--- config.mk ---
export PLATFORM = sky130hd
export DESIGN_NAME = neg_abs_pipe
export DESIGN_NICKNAME = d
export VERILOG_FILES = /design/src/rtl/neg_abs_pipe.sv
export SDC_FILE = /design/constraint.sdc
export NUM_CORES = 1
export LEC_CHECK = 0
export BUFFER_PORTS_ARGS = -buffer_cell sky130_fd_sc_hd__buf_4
export CORE_UTILIZATION = 35
export CTS_CLUSTER_DIAMETER = 200
export DETAILED_ROUTE_END_ITERATION = 7
export GPL_TIMING_DRIVEN = 0
export MAX_ROUTING_LAYER = met4
export PLACE_DENSITY = 0.52
export SETUP_SLACK_MARGIN = 0.02
export SLEW_MARGIN = 10
export SYNTH_ARGS = -nofsm -noshare
export SYNTH_HDL_FRONTEND = slang
export SYNTH_SLANG_ARGS = --single-unit
--- constraint.sdc ---
create_clock -name clk -period 5.3 [get_ports clk]
set_input_delay 1.06 -clock clk [delete_from_list [all_inputs] [get_ports clk]]
set_output_delay 1.06 -clock clk [all_outputs]
set_load 0.02 [all_outputs]
--- src/rtl/neg_abs_pipe.sv ---
// neg_abs_pipe: two-stage multi-lane pass/negate/abs/-abs unit with width conversion and overflow flags.
// Define NEG_ABS_PIPE_SATURATE_EN to clamp overflowing lanes; otherwise the result wraps.
module neg_abs_pipe #(
  parameter int NCH = 4,
  parameter int BW_IN = 32,
  parameter int BW_OUT = 32,
  parameter int IN_SIGNED = 1
) (
  input  logic                    clk,
  input  logic                    rst_n,
  input  logic                    s_valid,
  output logic                    s_ready,
  input  logic [NCH*BW_IN-1:0]    s_data,
  input  logic [1:0]              s_mode,
  output logic                    m_valid,
  input  logic                    m_ready,
  output logic [NCH*BW_OUT-1:0]   m_data,
  output logic [NCH-1:0]          m_ovf,
  output logic [NCH-1:0]          ovf_sticky,
  input  logic                    ovf_clr
);
  localparam int W = (BW_IN > BW_OUT ? BW_IN : BW_OUT) + 2;
  localparam logic signed [W-1:0] MAX_V = {{(W-BW_OUT+1){1'b0}}, {(BW_OUT-1){1'b1}}};
  localparam logic signed [W-1:0] MIN_V = {{(W-BW_OUT+1){1'b1}}, {(BW_OUT-1){1'b0}}};
  logic v1, v2, ld1, ld2;
  logic [1:0] mode1;
  logic signed [W-1:0] x1 [NCH];
  logic signed [W-1:0] ext [NCH];
  logic signed [W-1:0] ax [NCH];
  logic signed [W-1:0] r [NCH];
  logic [NCH*BW_OUT-1:0] res;
  logic [NCH-1:0] ovf;
  // s_ready is combinational from m_ready so a full pipeline still streams one beat per cycle
  assign ld2 = !v2 || m_ready;
  assign ld1 = !v1 || ld2;
  assign s_ready = ld1;
  assign m_valid = v2;
  always_comb begin
    res = '0;
    ovf = '0;
    for (int i = 0; i < NCH; i++) begin
      ext[i] = {{(W-BW_IN){(IN_SIGNED != 0) && s_data[i*BW_IN+BW_IN-1]}}, s_data[i*BW_IN +: BW_IN]};
      ax[i] = x1[i][W-1] ? -x1[i] : x1[i];
      r[i] = mode1 == 2'd0 ? x1[i] : mode1 == 2'd1 ? -x1[i] : mode1 == 2'd2 ? ax[i] : -ax[i];
      ovf[i] = (r[i] > MAX_V) || (r[i] < MIN_V);
`ifdef NEG_ABS_PIPE_SATURATE_EN
      res[i*BW_OUT +: BW_OUT] = !ovf[i] ? r[i][BW_OUT-1:0] : r[i] > 0 ? MAX_V[BW_OUT-1:0] : MIN_V[BW_OUT-1:0];
`else
      res[i*BW_OUT +: BW_OUT] = r[i][BW_OUT-1:0];
`endif
    end
  end
  always_ff @(posedge clk or negedge rst_n) begin
    if (!rst_n) begin
      v1 <= 1'b0;
      v2 <= 1'b0;
      mode1 <= '0;
      for (int i = 0; i < NCH; i++) x1[i] <= '0;
      m_data <= '0;
      m_ovf <= '0;
      ovf_sticky <= '0;
    end else begin
      if (ld1) v1 <= s_valid;
      if (ld1 && s_valid) begin
        mode1 <= s_mode;
        for (int i = 0; i < NCH; i++) x1[i] <= ext[i];
      end
      if (ld2) v2 <= v1;
      if (ld2 && v1) begin
        m_data <= res;
        m_ovf <= ovf;
      end
      ovf_sticky <= ({NCH{v2 && m_ready}} & m_ovf) | (ovf_sticky & ~{NCH{ovf_clr}});
    end
  end
endmodule

==> metrics <==
share of the clock period used by the worst path=96.3%; largest family of logic cells by synthesized area=compound AO/OA/AOI/OAI gates; routed wire length=101 mm; antenna viol nets, final=0; met1 usage=43.7%; GRT overflow=0; Netlist cell types=94; Slew @ Worst Pin=1.41 ns; IO Port Bufs=272; initial antenna violation count=2; Core ar.=60600 um2; min Tclk post-route=5.10 ns; sinks on the clock net=268; DRC viols=0; CP Cell Sequence=clkbuf_2, clkbuf_2, clkbuf_4, buf_2, buf_6, clkbuf_4, mux2i_1, ha_1, o2111ai_2, nor4b_4, buf_4, or4b_2, a21oi_1, o211ai_1, mux2i_1, o311ai_0; Finished Cell Area=26100 um2; global routing usage on met3=5.20%; synth top area cells=dfrtp_1 (31%), mux2_2 (7.1%), o21ai_0 (6.0%); # IOs=273; WP data required=5.71 ns; met2 usage=49.2%; final setup vio count=0; Post-synth ARST share=100%; number of global-route vias before repair=22700; critical path capture point type=flop; crit-path max FO=19; Routed wire per std cell=26.7 um; Via density=6.18; first-pass GRT wire length=150 mm; gr busiest metal=met2; Die W=250 um; CTS buffer count=34; routability cong.=0.977; Starting Density=35.6%; Post-Synth XOR/XNOR Area=7.40%; most common cell in the netlist=nand2_1; HPWL after DPL=74.1 mm; Hold/Removal Path Class=input port to asynchronous set/reset pin; Pleak=10.2 nW; mux cell area share after synthesis=8.23%; Ys Warns=0; Commonest cells post-synth=nand2_1 (330), dfrtp_1 (268), o21ai_0 (259); die height=250 um; Setup Skew=0.0283 ns; layout cells sized above 1=19.5%; non-filler cells, final=3800; Final Power=0.0102 W; FF-to-FF path depth=16; total track usage=32.6%; num rows=90; Worst setup SP type=flop; Synth Area in Compound Gates=24.1%; cell taking the most area after synthesis=dfrtp_1; largest net degree at the start of global routing=101; syn nets=2831; dominant synthesized flop cell=dfrtp_1; clk_lat worst skew=0.57 ns; CP Data Arrival Time=5.51 ns; fmax=196 MHz; EDFF count, synth=0; critical path's slowest cell=or4b_2; Starting DRT DRC Count=2124; synthesized area=21500 um2; post-synthesis sequential area ratio=31.1%; PwrDens=391 nW/um2; Max Cap Viol=0; share of the synthesized area in the top cell type=31.1%; area delta synth->final=21.3%; Synth Area in Simple Gates=22.7%; run status=finished clean; clock buffer depth=3; router iterations before antenna repair=8; H-tree Lvls=2; synthesized-area fraction occupied by adder cells=1.16%; worst stage delay on the critical path=0.62 ns; via count=23500; Final Hold Fails=0; Worst Path Class, Setup=flop to flop; normalized max-slew margin=5.74%; CTS root buffer=clkbuf_16; Mapped Cells=2676; Core Util, Final=43.1%; TritonCTS clock tree=built; Avg Synthesized Cell Area=8.05 um2; Hold WS=0.451 ns; Yosys reg bits=268; VDD IR-drop max=0.000238 V; RSZ-0062 raised after global routing=no; max-slew violation count=0; placed insts=3734; # nets final=3146; Clock transition at path regs=0.07 ns; Die ar.=62600 um2; area of placed instances=24700 um2
==> worst paths after layout <==
path | startpoint | end | slack [ns]
max in group asynchronous | rst_n | x1[83]$_DFFE_PN0P_ | 3.85
max reg2reg | x1[99]$_DFFE_PN0P_ | m_data[58]$_DFFE_PN0P_ | 0.20
max | x1[99]$_DFFE_PN0P_ | m_data[58]$_DFFE_PN0P_ | 0.20
min | rst_n | x1[14]$_DFFE_PN0P_ | 0.45
min in group clk | m_data[7]$_DFFE_PN0P_ | m_data[7]$_DFFE_PN0P_ | 0.48
min reg2reg | m_data[7]$_DFFE_PN0P_ | m_data[7]$_DFFE_PN0P_ | 0.48
==> cells by family (layout without fill, tap and decap cells) <==
group | count (synthesis) | count (layout)
compound gates | 788 | 788
xor+xnor | 182 | 182
fa+ha+maj | 20 | 20
buf+inv | 295 | 635
flops | 268 | 268
mux | 160 | 160
other cells | 0 | 2
simple gates | 963 | 963
==> final cells by class <==
| type | instances | area, um2 |
|---|---|---|
| Tap cell | 782 | 978 |
| Buffer | 251 | 1020 |
| Fill cell | 6202 | 34500 |
| Sequential cell | 268 | 6710 |
| Timing Repair Buffer | 285 | 2190 |
| Clock inverter | 12 | 169 |
| Multi-Input combinational cell | 2113 | 13900 |
| Antenna cell | 2 | 5.00 |
| Inverter | 38 | 143 |
| Clock buffer | 49 | 1040 |
==> placed cells by master, fill, tap and decap left out, types with 23 or more instances in the layout <==
master,n
o21ai_0,259
nand2_1,330
o211ai_1,25
nor2_1,164
clkbuf_1,204
mux2i_1,23
clkbuf_16,37
nor4_1,40
or4_1,24
nor3_1,91
xor2_1,98
xnor2_1,84
a211oi_1,24
nand3_1,68
a31oi_1,36
inv_1,37
mux2_2,136
a21oi_1,135
o31ai_1,27
and3_1,25
nand4_1,43
buf_4,285
dfrtp_1,268
or3_1,32
==> worst max-delay path, delay by kind of cell, from the launching register on <==
kind                       cells  cell delay, ns
AOI/OAI and AO/OA              4            0.76
adders and majority gates      1            0.27
buffers and inverters          7            1.89
DFF                            1            0.50
muxes                          2            0.44
and+or+nand+nor                2            1.06
==> per-layer routing <==
metal  wire length, um  vias to the layer above
li1                  -                    10600
met1             44600                    11600
met2             45100                     1068
met3              7690                      227
met4              3990                        0
met5                 0                        -
==> repair_timing <==
| item | in CTS | in global routing |
|---|---|---|
| endpoints found under the hold margin | 0 | 0 |
| hold buffers | 0 | 0 |
| resized for setup | 28 | 27 |
| setup buffers | 2 | 7 |
| pin swaps | 1 | 3 |
| endpoints found under the setup margin | 60 | 56 |
==> stage by stage <==
stage	setup WS, ns	TNS, ns
after floorplan	0.290	0
after global placement	-2.03	-54.47
after detailed placement	-1.99	-49.38
after CTS	0.0340	0
after global routing	0.0155	0
final	0.195	0
==> registers in the layout (all words and copies together) (netlist names) <==
register    flops
m_data        128
m_ovf           4
m_valid         1
mode1           2
ovf_sticky      4
v1              1
x1            128
==> power breakdown <==
group	internal (W)	switching, W	total, W
logic	0.00169	0.00299	0.00467
registers	0.00256	0.000433	0.00299
clock network	0.00156	0.000987	0.00255
No activity file was read; power rests on OpenSTA's default activity.
